<file path="src/rtl/pcgen_pkg.sv">
// rtl/pcgen_pkg.sv - shared types and constants for the program counter generator
package pcgen_pkg;

  localparam int XLEN                = 32;
  localparam int BTB_DEFAULT_ENTRIES = 16;

  // Redirect beat from execute/commit; target occupies the most significant bits.
  typedef struct packed {
    logic [XLEN-1:0] target;
    logic [XLEN-1:0] branch_pc;
    logic            btb_update;
  } pcgen_redirect_t;

  typedef enum logic {
    ST_FILL  = 1'b0,
    ST_OFFER = 1'b1
  } pcgen_state_t;

  // Fetch addresses are word aligned; the two low bits are always dropped.
  function automatic logic [XLEN-1:0] align_pc(input logic [XLEN-1:0] pc);
    return {pc[XLEN-1:2], 2'b00};
  endfunction

endpackage

</file>
<file path="src/rtl/pcgen_btb.sv">
// rtl/pcgen_btb.sv - direct-mapped branch target buffer with combinational lookup
module btb
  import pcgen_pkg::*;
#(
  parameter int ENTRIES = BTB_DEFAULT_ENTRIES
) (
  input  logic            clk,
  input  logic            rst,
  input  logic [XLEN-1:0] lookup_pc,
  output logic            hit,
  output logic [XLEN-1:0] hit_target,
  input  logic            upd_en,
  input  logic [XLEN-1:0] upd_pc,
  input  logic [XLEN-1:0] upd_target
);

  localparam int IDX  = $clog2(ENTRIES);
  localparam int TAGW = XLEN - IDX - 2;

  logic [ENTRIES-1:0] r_valid;
  logic [TAGW-1:0]    r_tag    [ENTRIES];
  logic [XLEN-1:0]    r_target [ENTRIES];

  logic [IDX-1:0]  w_lk_idx;
  logic [TAGW-1:0] w_lk_tag;
  logic [IDX-1:0]  w_up_idx;
  logic [TAGW-1:0] w_up_tag;
  logic            w_unused_bits;

  assign w_lk_idx = lookup_pc[IDX+1:2];
  assign w_lk_tag = lookup_pc[XLEN-1:IDX+2];
  assign w_up_idx = upd_pc[IDX+1:2];
  assign w_up_tag = upd_pc[XLEN-1:IDX+2];

  // Byte offset bits never participate in indexing or tagging.
  assign w_unused_bits = ^{lookup_pc[1:0], upd_pc[1:0]};

  // Reads use the registered contents, so a same-cycle write is not visible yet.
  assign hit        = r_valid[w_lk_idx] && (r_tag[w_lk_idx] == w_lk_tag);
  assign hit_target = r_target[w_lk_idx];

  // Valid bits: cleared by reset, set by every update.
  always_ff @(posedge clk) begin
    if (rst) begin
      r_valid <= '0;
    end else if (upd_en) begin
      r_valid[w_up_idx] <= 1'b1;
    end
  end

  // Tag and target payload; meaningless while the valid bit is clear, so no reset.
  always_ff @(posedge clk) begin
    if (!rst && upd_en) begin
      r_tag[w_up_idx]    <= w_up_tag;
      r_target[w_up_idx] <= upd_target;
    end
  end

endmodule

</file>
<file path="src/rtl/pcgen.sv">
// rtl/pcgen.sv - next fetch address generator with redirect, BTB and PC+4 priority
module pcgen
  import pcgen_pkg::*;
#(
  parameter logic [XLEN-1:0] RESET_VECTOR = '0,
  parameter int              BTB_ENTRIES  = BTB_DEFAULT_ENTRIES
) (
  input  logic                           clk,
  input  logic                           rst,
  // next fetch address towards the fetch unit
  output logic                           o_next_pc_tvalid,
  output logic [XLEN-1:0]                o_next_pc_tdata,
  input  logic                           i_next_pc_tready,
  // fetch unit's current PC
  input  logic                           i_current_pc_tvalid,
  input  logic [XLEN-1:0]                i_current_pc_tdata,
  output logic                           o_current_pc_tready,
  // redirect and BTB update from later stages
  input  logic                           i_redirect_tvalid,
  input  logic [$bits(pcgen_redirect_t)-1:0] i_redirect_tdata,
  output logic                           o_redirect_tready,
  // IF/ID flush pulse
  output logic                           invalidate
);

  pcgen_state_t    r_state, w_state_n;
  logic [XLEN-1:0] r_next_pc_q, w_next_pc_n;
  logic            r_pending, w_pending_n;
  logic [XLEN-1:0] r_pending_tgt, w_pending_tgt_n;
  logic            r_invalidate;
  logic            r_fresh;

  pcgen_redirect_t w_redirect;
  logic            w_handshake;
  logic            w_btb_hit;
  logic [XLEN-1:0] w_btb_target;
  logic [XLEN-1:0] w_pc_plus4;
  logic [XLEN-1:0] w_candidate;
  logic            w_unused;

  assign w_redirect  = i_redirect_tdata;
  assign w_handshake = (r_state == ST_OFFER) && i_next_pc_tready;
  assign w_pc_plus4  = i_current_pc_tdata + XLEN'(4);
  assign w_unused    = i_current_pc_tvalid;

  assign o_current_pc_tready = 1'b1;
  assign o_redirect_tready   = 1'b1;
  assign o_next_pc_tvalid    = (r_state == ST_OFFER);
  assign o_next_pc_tdata     = r_next_pc_q;
  assign invalidate          = r_invalidate;

  btb #(
    .ENTRIES (BTB_ENTRIES)
  ) u_btb (
    .clk        (clk),
    .rst        (rst),
    .lookup_pc  (i_current_pc_tdata),
    .hit        (w_btb_hit),
    .hit_target (w_btb_target),
    .upd_en     (i_redirect_tvalid && w_redirect.btb_update),
    .upd_pc     (w_redirect.branch_pc),
    .upd_target (w_redirect.target)
  );

  // Candidate priority: fresh redirect, then a held redirect, then BTB, then sequential.
  always_comb begin
    w_candidate = w_pc_plus4;
    if (i_redirect_tvalid) begin
      w_candidate = w_redirect.target;
    end else if (r_pending) begin
      w_candidate = r_pending_tgt;
    end else if (w_btb_hit) begin
      w_candidate = w_btb_target;
    end
  end

  // Next-state logic: FILL computes an address, OFFER holds it until the fetch unit takes it.
  always_comb begin
    w_state_n       = r_state;
    w_next_pc_n     = r_next_pc_q;
    w_pending_n     = r_pending;
    w_pending_tgt_n = r_pending_tgt;
    case (r_state)
      ST_FILL: begin
        w_next_pc_n = align_pc(w_candidate);
        w_pending_n = 1'b0;
        w_state_n   = ST_OFFER;
      end
      ST_OFFER: begin
        if (w_handshake) begin
          w_state_n = ST_FILL;
          // The offer just left, so a colliding redirect waits for the next FILL.
          if (i_redirect_tvalid) begin
            w_pending_n     = 1'b1;
            w_pending_tgt_n = w_redirect.target;
          end
        end else if (i_redirect_tvalid) begin
          // Overwriting data under tvalid is tolerated only on this link.
          w_next_pc_n = align_pc(w_redirect.target);
        end
      end
      default: begin
        w_state_n = ST_FILL;
      end
    endcase
  end

  // State and datapath registers; reset discards any pending redirect.
  always_ff @(posedge clk) begin
    if (rst) begin
      r_state       <= ST_FILL;
      r_next_pc_q   <= '0;
      r_pending     <= 1'b0;
      r_pending_tgt <= '0;
      r_invalidate  <= 1'b0;
    end else begin
      r_state       <= w_state_n;
      r_next_pc_q   <= w_next_pc_n;
      r_pending     <= w_pending_n;
      r_pending_tgt <= w_pending_tgt_n;
      r_invalidate  <= i_redirect_tvalid;
    end
  end

  // Marks the first cycle out of reset, when the fetch unit must hold RESET_VECTOR.
  always_ff @(posedge clk) begin
    r_fresh <= rst;
  end

  // Consistency check of the fetch unit's post-reset PC.
  always_ff @(posedge clk) begin
    if (!rst && r_fresh) begin
      assert (i_current_pc_tdata == RESET_VECTOR);
    end
  end

endmodule
</file>
<file path="config.mk">
export PLATFORM = sky130hd
export DESIGN_NAME = pcgen
export DESIGN_NICKNAME = d
export VERILOG_FILES = /design/src/rtl/pcgen_pkg.sv /design/src/rtl/pcgen_btb.sv /design/src/rtl/pcgen.sv
export SDC_FILE = /design/constraint.sdc
export NUM_CORES = 1
export LEC_CHECK = 0
export ABC_CLOCK_PERIOD_IN_PS = 9500
export CELL_PAD_IN_SITES_DETAIL_PLACEMENT = 0
export CELL_PAD_IN_SITES_GLOBAL_PLACEMENT = 1
export CORE_AREA = 3 3 301 303
export CTS_CLUSTER_SIZE = 10
export DETAILED_ROUTE_END_ITERATION = 8
export DIE_AREA = 0 0 304 306
export GPL_ROUTABILITY_DRIVEN = 0
export PLACE_DENSITY_LB_ADDON = 0.1
export SKIP_CTS_REPAIR_TIMING = 1
export SLEW_MARGIN = 20
export SYNTH_ARGS = -nofsm -noshare
export SYNTH_HDL_FRONTEND = slang
export SYNTH_SLANG_ARGS = --single-unit
</file>
<file path="constraint.sdc">
create_clock -name clk -period 9.5 [get_ports clk]
set_input_delay 1.425 -clock clk [delete_from_list [all_inputs] [get_ports clk]]
set_output_delay 1.425 -clock clk [all_outputs]
set_load 0.02 [all_outputs]
</file>
# Yosys cells after proc, flatten, opt, wreduce, memory -nomap -nowiden
# Memories as Yosys holds them, arrays and structs flattened.
# Cells that the tools add are included.
totals:
  register_bits: 83
  ramBits: 928
  out_inout_bits: 36
  word_cells: 44
  mem_count: 2
classes:
  n_addsub: 1
  order_cmp: 3
  eq_ne: 4
  mux: 17
  n_bitwise: 2
  n_reduce_logical: 9
memory_table:
  columns: ["name", "words", "word_bits", "rd", "rd_ports_with_merged_regs", "write_ports", "line", "text"]
  rows:
  - ["u_btb.r_target", 16, 32, 1, 0, 1, "pcgen_btb.sv:22", "logic [XLEN-1:0] r_target [ENTRIES];"]
  - ["u_btb.r_tag", 16, 26, 1, 0, 1, "pcgen_btb.sv:21", "logic [TAGW-1:0] r_tag [ENTRIES];"]
ops:
  columns: ["op", "count"]
  rows:
  - ["two-way mux 32 bit", 5]
  - ["case mux 32 bit (2 select lines)", 1]
  - ["adder 32 x 3 -> 32 bit (second input constant)", 1]
  - ["== test 26 bit", 1]
  - ["bitwise OR 16 bit", 1]
  - ["less-than comparator 4 x 5 -> 1 bit (second input constant)", 2]
  - ["two-way mux 1 bit", 7]
  - ["logical AND 1 bit", 5]
  - ["binary-select mux 1 bit (select 4 bit)", 1]
  - ["demux 1 bit (select 4 bit)", 1]
  - [">= comparator 4 x 1 -> 1 bit (second input constant)", 1]
  - ["inequality test 2 bit (second input constant)", 2]
  - ["case mux 1 bit (2 select lines)", 2]
  - ["AND reduction 2 bit", 2]
  - ["AND reduction 3 bit", 1]
  - ["inequality test 2 x 1 -> 1 bit (second input constant)", 1]
  - ["zero test 1 bit", 1]
  - ["inverter 1 bit", 1]

# Logic depth before layout (Yosys ltp)
# Gate-level depths: netlist of run 1.
depth:
  depth_word: 7
  ltp_mapped: 17

# Cells and area by module
# From an unflattened synthesis of run 1, not the netlist that was laid out.
unflattened:
  hier_cells: 2008
  area_unflattened_um2: 39967.1
modules_own_cells:
  columns: ["module", "instances", "cells_per_inst", "area_each_um2", "seq_area_each_um2"]
  rows:
  - ["btb", 1, 1516, 36241.0, 28187.0]
  - ["pcgen", 1, 492, 3726.1, 1261.2]

# Worst setup path before layout of run 1
# No wires, ideal clock.
synth_timing:
  path_kind: "input-to-reg"
  startpoint: "input i_redirect_tvalid"
  endpoint: "memory u_btb.r_tag[0][0] in the netlist's numbering, enable pin"
  t_arrival_ns: 4.536
  required_ns: 9.030
  path_slack_ns: 4.494
  cell_stages: 6
  n_path_buf: 1
  cell_sequence: "inv_1 > nor2_1 > nand2_1 > or3_1 > clkbuf_1 > nor2_1"
synth_between:
  elab_chain_cells: 4
synth_rtl:
  columns: ["element", "line", "text"]
  rows:
  - ["from (decl)", "pcgen.sv:19", "input logic i_redirect_tvalid,"]
  - ["logical AND 1 bit", "pcgen.sv:60", ".upd_en (i_redirect_tvalid && w_redirect.btb_update),"]
  - ["logical AND 1 bit", "pcgen_btb.sv:53", "if (!rst && upd_en) begin"]
  - ["two-way mux 1 bit", "pcgen_btb.sv:53", null]
  - ["two-way mux 1 bit (implied by the code)", "pcgen_btb.sv:54", "r_tag[w_up_idx] <= w_up_tag;"]
  - ["to (decl)", "pcgen_btb.sv:21", null]
# No other way between the ends.

# Worst setup path in the final report of run 1
layout_timing:
  startpoint: "input i_current_pc_tdata[2]"
  endpoint: "register r_next_pc_q[23] (netlist: o_next_pc_tdata[23])"
layout_between:
  elab_chain_cells: 7
  word_cells_on_any_way: 11
  classes_between: "1 x add/sub; 1 x eq/ne; 6 x mux; 1 x reduce/logical; 2 x memory"
layout_rtl:
  columns: ["element", "line", "text"]
  rows:
  - ["from (decl)", "pcgen.sv:16", "input logic [XLEN-1:0] i_current_pc_tdata,"]
  - ["memory read (16 x 26 bit) / binary-select mux 1 bit (select 4 bit) (equally long branches)", null, null]
  - ["== test 26 bit / two-way mux 1 bit (equally long branches)", "pcgen_btb.sv:39", "assign hit = r_valid[w_lk_idx] && (r_tag[w_lk_idx] == w_lk_tag);"]
  - ["logical AND 1 bit", "pcgen_btb.sv:39", null]
  - ["two-way mux 32 bit (*)", "pcgen.sv:72", "end else if (w_btb_hit) begin"]
  - ["two-way mux 32 bit (*)", "pcgen.sv:70", "end else if (r_pending) begin"]
  - ["two-way mux 32 bit (*)", "pcgen.sv:68", "if (i_redirect_tvalid) begin"]
  - ["case mux 32 bit (2 select lines) (*)", "pcgen.sv:83", "case (r_state)"]
  - ["to (signal assigned)", "pcgen.sv:118", "r_next_pc_q <= w_next_pc_n;"]
  - ["to (decl)", "pcgen.sv:27", "logic [XLEN-1:0] r_next_pc_q, w_next_pc_n;"]
# Mark *: on every way between the ends. The rest lies on a longest branch, timed or not. The select of a mux whose other input is x is not followed.
# A chain may end at the register's enable or synchronous reset.

==> results of run 1 <==
-- power groups by stage --
| stage | clock network, mW | registers [mW] | logic (mW) |
|---|---|---|---|
| floorplan | 0 | 4.85 | 0.341 |
| global placement | 0 | 4.84 | 0.616 |
| detailed placement | 0 | 4.84 | 0.625 |
| CTS | 3.84 | 4.76 | 0.627 |
| global route | 4.02 | 4.76 | 0.664 |
| finish | 3.76 | 4.76 | 0.624 |
-- flip-flops by register name, indices dropped and copies added (netlist names) --
register and count:
r_pending_tgt 30, u_btb.r_valid 16, o_next_pc_tvalid 1, invalidate 1
o_next_pc_tdata 30, u_btb.r_tag 416, u_btb.r_target 480, r_pending 1
-- per-layer routing --
layer / vias up / wire (um)
li1: 8993 / -
met1: 11400 / 46900
met2: 818 / 51700
met3: 139 / 7120
met4: 6 / 2090
met5: - / 34
-- cells by family (layout without fill, tap and decap cells) --
| logic type | Yosys count | in the layout | share of synthesized area [%] |
|---|---|---|---|
| fa+ha+maj | 1 | 1 | 0.0316 |
| other cells | 2 | 7 | 0.0190 |
| compound gates | 236 | 236 | 4.28 |
| xor+xnor | 38 | 38 | 0.842 |
| buf+inv | 160 | 379 | 2.09 |
| flops | 975 | 975 | 72.0 |
| mux | 308 | 308 | 15.7 |
| simple gates | 390 | 390 | 5.01 |
-- synth_stat cells, types with 8 or more instances --
cell                       instances  area [um2]
sky130_fd_sc_hd__mux4_1           16         420
sky130_fd_sc_hd__nand3_1          46         230
sky130_fd_sc_hd__a221o_1           9        90.1
sky130_fd_sc_hd__nand2b_1         10        62.6
sky130_fd_sc_hd__a221oi_1         28         245
sky130_fd_sc_hd__buf_2            28         140
sky130_fd_sc_hd__buf_4            20         150
sky130_fd_sc_hd__buf_1            10        37.5
sky130_fd_sc_hd__dfxtp_1          79        1580
sky130_fd_sc_hd__clkbuf_1         64         240
sky130_fd_sc_hd__a21o_1           13        97.6
sky130_fd_sc_hd__inv_1            25        93.8
sky130_fd_sc_hd__nand4_1          21         131
sky130_fd_sc_hd__o22ai_1          38         238
sky130_fd_sc_hd__nor3_1           33         165
sky130_fd_sc_hd__a22oi_1           8        60.1
sky130_fd_sc_hd__nor2b_1          11        68.8
sky130_fd_sc_hd__nor2_1           68         255
sky130_fd_sc_hd__mux2i_1          58         581
sky130_fd_sc_hd__or3_1            19         119
sky130_fd_sc_hd__edfxtp_1        896       26900
sky130_fd_sc_hd__xnor2_1          34         298
sky130_fd_sc_hd__o21ai_0          13        65.1
sky130_fd_sc_hd__nand3b_1         15         113
sky130_fd_sc_hd__nand2_1         115         432
sky130_fd_sc_hd__mux4_2          228        5130
sky130_fd_sc_hd__a21oi_1          56         280
-- worst register-to-register path, stage by stage, from the launching register on --
cell                       delay, ns
sky130_fd_sc_hd__edfxtp_1       0.38
sky130_fd_sc_hd__mux4_1         0.51
sky130_fd_sc_hd__mux2i_1        0.35
sky130_fd_sc_hd__mux2_2         0.41
sky130_fd_sc_hd__nor4_1         0.35
sky130_fd_sc_hd__nor4b_1        0.57
sky130_fd_sc_hd__and3_1         0.60
sky130_fd_sc_hd__nand3_2        0.46
sky130_fd_sc_hd__o211ai_1       0.33
sky130_fd_sc_hd__a21oi_1        0.09
-- final cells by class --
class | count | area, um2 | area share, %
Multi-Input combinational cell | 977 | 10400 | 22.9
Clock buffer | 167 | 3060 | 6.77
Sequential cell | 975 | 28500 | 63.0
Inverter | 28 | 108 | 0.238
Antenna cell | 3 | 7.51 | 0.0166
Timing Repair Buffer | 178 | 1660 | 3.68
Clock inverter | 6 | 58.8 | 0.130
Tap cell | 1165 | 1460 | 3.22
-- through the flow --
stage / setup slack (ns) / utilization [%] / power [mW] / cells
2_1_floorplan: 4.49 / - / 5.19 / 2112
3_3_place_gp: 3.27 / 47.7 / 5.46 / 3323
3_5_place_dp: 3.33 / 47.7 / 5.47 / 3323
4_1_cts: 4.04 / 51.2 / 9.23 / 3496
5_1_grt: 3.79 / 51.2 / 9.45 / 3498
6_report: 4.08 / 51.2 / 9.14 / 3499
-- worst paths after layout --
| path | startpoint | endpoint | depth (start not counted) | slack [ns] |
|---|---|---|---|---|
| hold / removal | u_btb.r_valid[13]$_SDFFE_PP0P_ | u_btb.r_valid[13]$_SDFFE_PP0P_ | 1 | 0.45 |
| setup / recovery | i_current_pc_tdata[2] | o_next_pc_tdata[23]$_SDFFE_PP0P_ | 11 | 4.08 |
| hold reg to reg | u_btb.r_valid[13]$_SDFFE_PP0P_ | u_btb.r_valid[13]$_SDFFE_PP0P_ | 1 | 0.45 |
| setup reg to reg | u_btb.r_tag[9][21]$_DFFE_PP_ | o_next_pc_tdata[23]$_SDFFE_PP0P_ | 9 | 5.34 |
==> metrics, run 1 <==
overall routed net length=approximately 110000 um; worst-path maximum fanout=85; final clock skew=just under 0.03 ns; antenna violations before repair=6; unrepaired setup endpoints after global routing=no; setup-violating endpoint count in the final report=0; critical path data required time=approximately 10 ns; Core ar.=between 0.08 and 0.09 mm2; minimum clock period after layout=about 5.4 ns; category of the critical setup timing path=primary input to flip-flop; Sw Share=roughly 22%; vias in the first global route=21500; remaining global-route overflow=0; DRC violations left=0; maximum achievable frequency=~180 MHz; initial drt markers=2415; Synth Area per Inst=18.7 um2; most frequent cells in the layout=sky130_fd_sc_hd__edfxtp_1 (896), sky130_fd_sc_hd__mux4_2 (228), sky130_fd_sc_hd__clkdlybuf4s50_1 (121), sky130_fd_sc_hd__nand2_1 (115), sky130_fd_sc_hd__clkbuf_16 (113); routing layer with the top usage in global route=met2; post-route worst hold slack=around 0.45 ns; number of enable-type register cells in the synthesized netlist=896; pin slew with the least headroom to its limit=between 0.9 and 1 ns; per-cell via count in the routed design=between 6 and 7; GRT met3 Usage=3.34%; Global Route met1 Usage=roughly a third; endpoint class of the critical path=flip-flop; status=complete, no violations; part of the total power dissipated in sequential elements=around 52%; Detailed Routing Iterations Pass 1=5; Area after DPL=about 0.042 mm2; number of rows in the core area=about 110; worst stage delay on the critical path=around 0.63 ns; root buffer cell=sky130_fd_sc_hd__clkbuf_16; total standard cell area after synthesis=0.0395 mm2; number of endpoints with negative hold slack in the final report=0; H-tree depth=3; worst min path class=flip-flop to flip-flop; number of top-level pins=~140; tightest slew margin relative to the limit=between 30% and 40%; effective utilization at floorplan=between 40 and 50%; Combinational Power Share=approximately 6.8%; cell count after synthesis=2110; routed vias=roughly 21000; Cell Int Power=just over 7 mW; critical path, cell by cell=buf_8, buf_12, mux4_2, mux2i_1, xnor2_1, nand2_1, o41ai_1, and3_1, nand3_2, o211ai_1, a21oi_1; per-cell routed wire length=between 30 and 40 um; floorplan die area=between 0.09 and 0.1 mm2; critical path arrival=about 6 ns; fraction of synthesis flops using an asynchronous set or reset pin=0%; Buffers on Ports=between 100 and 150; Max-Cap Viols=0; Primary FF master, synth=sky130_fd_sc_hd__edfxtp_1; post-route antenna net violation count=0; clock latency reported for the late side of the worst-skew pair=around 0.66 ns; clock transition at the register clock pins on the worst setup and hold paths after CTS=0.06 ns; Max rail drop VDD=about 140 uV; number of distinct standard cells referenced by the synthesized netlist=76; library cell contributing the largest single delay on the critical path=sky130_fd_sc_hd__o41ai_1; Chip Height=around 300 um; part of the total power dissipated in the clock network=roughly two fifths; combined global-route utilization of all metal layers=23.1%; Critical Path Start Type=primary input; number of warnings issued by yosys=0; NetSw=slightly below 2 mW; Max clock buf depth=3; share of the yosys chip area belonging to registers=72.0%; Power Density=about 200 mW/mm2; CTS tree=done; total clock buffers created by CTS=110; family with the most delay on the worst path=simple AND/OR/NAND/NOR gates; met2 GRT Util=around 37%; combined buffer and inverter count along the critical path=2; final period utilization=roughly 57%; Static Leak=~14 nW; die span in x=304 um; Area growth, synth to finish=14.3%; estimated wirelength of the detail-placed design=just over 60000 um; total of flip-flops plus latches after synthesis=~980; most common library cell in the layout ignoring fill and taps=sky130_fd_sc_hd__edfxtp_1; largest net degree at the start of global routing=between 90 and 100; number of clock sinks=between 900 and 1000; global-route wire length before repair=about 160000 um; cell area after layout=about 0.045 mm2; final sum of negative setup slack=0 ns; share of cells above drive strength 1=between 10% and 20%; NumNets Final=around 2400; fin. max-slew vios=0; Fillers=around 7100
Power figures use the tool's default switching activity.
==> run 2, diff against run 1 <==
ABC_CLOCK_PERIOD_IN_PS = 4350   (was 9500)
clock period = 4.35 ns   (was 9.5 ns; I/O delays follow)
==> run 2 against run 1 <==
  * Sequential power grew 120%
  * Combinational power is 130% higher
  * Clock-buffer cell count down 14
  * Via count up 1.1%
  * Cell count increased by 1.2%
  * Design area up 1.1%
  * First-iteration DRC count fell by 4.1%
  * Critical path type unchanged
  * Highest routed layer unchanged
==> metrics, run 2 (synthesized netlist as in run 1, its figures left out) <==
Chip Height=306 um (unchanged); initial drt markers=2317 (-4.1%); overall routed net length=108000 um (+0.44%); vias in the first global route=21700 (+1.0%); Max clock buf depth=3 (unchanged); critical path data required time=4.96 ns (-5.08 ns); unrepaired setup endpoints after global routing=no; cell area after layout=0.0457 mm2 (+1.1%); post-route worst hold slack=0.201 ns (-0.249 ns); largest registers=u_btb.r_target x480, u_btb.r_tag x416; H-tree depth=3 (unchanged); Max rail drop VDD=347 uV (+140%); combined buffer and inverter count along the critical path=3 (+1); Placed Cells incl. Taps=3383 (+1.8%); most common library cell in the layout ignoring fill and taps=sky130_fd_sc_hd__edfxtp_1; part of the total power dissipated in sequential elements=52.6% (+0.6 points); number of clock sinks=975 (unchanged); number of flip-flops in the largest register=480 (unchanged); clock latency reported for the late side of the worst-skew pair=0.67 ns (about the same); pin slew with the least headroom to its limit=1.01 ns (+0.0301 ns); final clock skew=0.0290 ns (-0.000180 ns); number of rows in the core area=109 (unchanged); DRC violations left=0 (unchanged); setup-violating endpoint count in the final report=0 (unchanged); maximum achievable frequency=approximately 270 MHz; most frequent cells in the layout=sky130_fd_sc_hd__edfxtp_1 (896), sky130_fd_sc_hd__mux4_2 (228), sky130_fd_sc_hd__clkdlybuf4s50_1 (121), sky130_fd_sc_hd__nand2_1 (115), sky130_fd_sc_hd__clkbuf_16 (111); root buffer cell=sky130_fd_sc_hd__clkbuf_16; global-route wire length before repair=156000 um (+0.19%); final period utilization=between 80% and 90%; critical path arrival=4.26 ns (-1.70 ns); critical path, cell by cell=buf_8, buf_4, mux4_2, o22a_1, and4b_1, a221o_1, or4_1, nor4_1, nand3_1, buf_4, nand3b_1, nand3_1; library cell contributing the largest single delay on the critical path=sky130_fd_sc_hd__mux4_2; Max-Cap Viols=0 (unchanged); combined global-route utilization of all metal layers=23.2% (+0.12 points); Buffers on Ports=126 (unchanged); status=complete, no violations; worst-path maximum fanout=31 (-64%); Power Density=432 mW/mm2 (+110%); Area growth, synth to finish=15.6%; antenna violations before repair=6 (unchanged); tightest slew margin relative to the limit=32.7% (-2.1 points); Non-Filler Instances=3540 (+1.2%); post-route antenna net violation count=0 (unchanged); remaining global-route overflow=0 (unchanged); minimum clock period after layout=around 3.7 ns; effective utilization at floorplan=44.8% (unchanged); CTS tree=done; Detailed Routing Iterations Pass 1=7 (+2); floorplan die area=0.0930 mm2 (unchanged); Area after DPL=0.0428 mm2 (+1.6%); per-cell routed wire length=30.6 um (-0.73%); Core ar.=0.0882 mm2 (unchanged); family with the most delay on the worst path=simple AND/OR/NAND/NOR gates; part of the total power dissipated in the clock network=40.3% (-0.8 points); worst stage delay on the critical path=0.58 ns (-0.05 ns); share of cells above drive strength 1=21.0% (+1.8 points); NumNets Final=2431 (+2.4%); estimated wirelength of the detail-placed design=65400 um (+5.5%); Critical Path Start Type=primary input; worst min path class=primary input to flip-flop; die span in x=304 um (unchanged); Cell Int Power=15.5 mW (+120%); Static Leak=14.7 nW (+1.9%); NetSw=4.25 mW (+120%); clock transition at the register clock pins on the worst setup and hold paths after CTS=0.06 ns (about the same); Sw Share=21.5% (-0.070 points); per-cell via count in the routed design=6.10 (about the same); register bank with the most flops=u_btb.r_target; number of endpoints with negative hold slack in the final report=0 (unchanged); largest net degree at the start of global routing=55 (-40%); routed vias=21600 (+1.1%); total clock buffers created by CTS=108 (-1.8%); number of top-level pins=138 (unchanged); category of the critical setup timing path=primary input to flip-flop; final sum of negative setup slack=0 ns (unchanged); endpoint class of the critical path=flip-flop; Combinational Power Share=7.1% (+0.3 points); fin. max-slew vios=0 (unchanged)
[run 2: cell types whose count changed in the layout (fill, tap and decap cells not counted), moves of 2 or more]
cell	previous run	this run
sky130_fd_sc_hd__diode_2	3	1
sky130_fd_sc_hd__clkbuf_1	51	42
sky130_fd_sc_hd__buf_4	52	93
sky130_fd_sc_hd__clkbuf_16	113	111
sky130_fd_sc_hd__clkbuf_8	3	0
sky130_fd_sc_hd__buf_12	1	20
sky130_fd_sc_hd__clkinv_8	2	0
[run 2: path summary, 6_finish.rpt]
kind	start	to	slack (ns)	depth (start not counted)
worst max-delay path	i_current_pc_tdata[2]	o_next_pc_tdata[24]$_SDFFE_PP0P_	0.69	12
worst min register to register	u_btb.r_valid[5]$_SDFFE_PP0P_	u_btb.r_valid[5]$_SDFFE_PP0P_	0.45	1
worst max register to register	u_btb.r_tag[2][6]$_DFFE_PP_	o_next_pc_tdata[24]$_SDFFE_PP0P_	0.76	10
worst min-delay path	rst	invalidate$_SDFF_PP0_	0.20	2
[run 2: power groups by stage]
stage | registers, mW | clock network (mW) | logic (mW)
floorplan | 10.6 | 0 | 0.745
global placement | 10.6 | 0 | 1.39
detailed placement | 10.6 | 0 | 1.41
CTS | 10.4 | 8.14 | 1.42
global route | 10.4 | 8.51 | 1.50
finish | 10.4 | 7.95 | 1.41
[run 2: layout make-up]
cell class                      count  area (um2)
Inverter                           28         108
Antenna cell                        1        2.50
Multi-Input combinational cell    977       10400
Timing Repair Buffer              238        2350
Sequential cell                   975       28500
Clock inverter                      3        16.3
Tap cell                         1165        1460
Clock buffer                      153        2940
Fill cell                        7036       42500
[run 2: routing by layer]
metal | track usage, % | routed length [um] | vias to the layer above
met4 | 6.48 | 2490 | 8
li1 | - | - | 9115
met2 | 36.1 | 50600 | 877
met3 | 4.05 | 7920 | 164
met1 | 34.1 | 47300 | 11400
met5 | 0 | 48 | -
[run 2: per-stage QoR]
stage                     util, %  setup slack, ns  power (mW)
after floorplan                 -            0.116        11.3
after global placement       48.5            0.151        12.0
after detailed placement     48.5            0.132        12.0
after CTS                    51.8            0.739        19.9
after global routing         51.8            0.482        20.4
final                        51.8            0.692        19.8
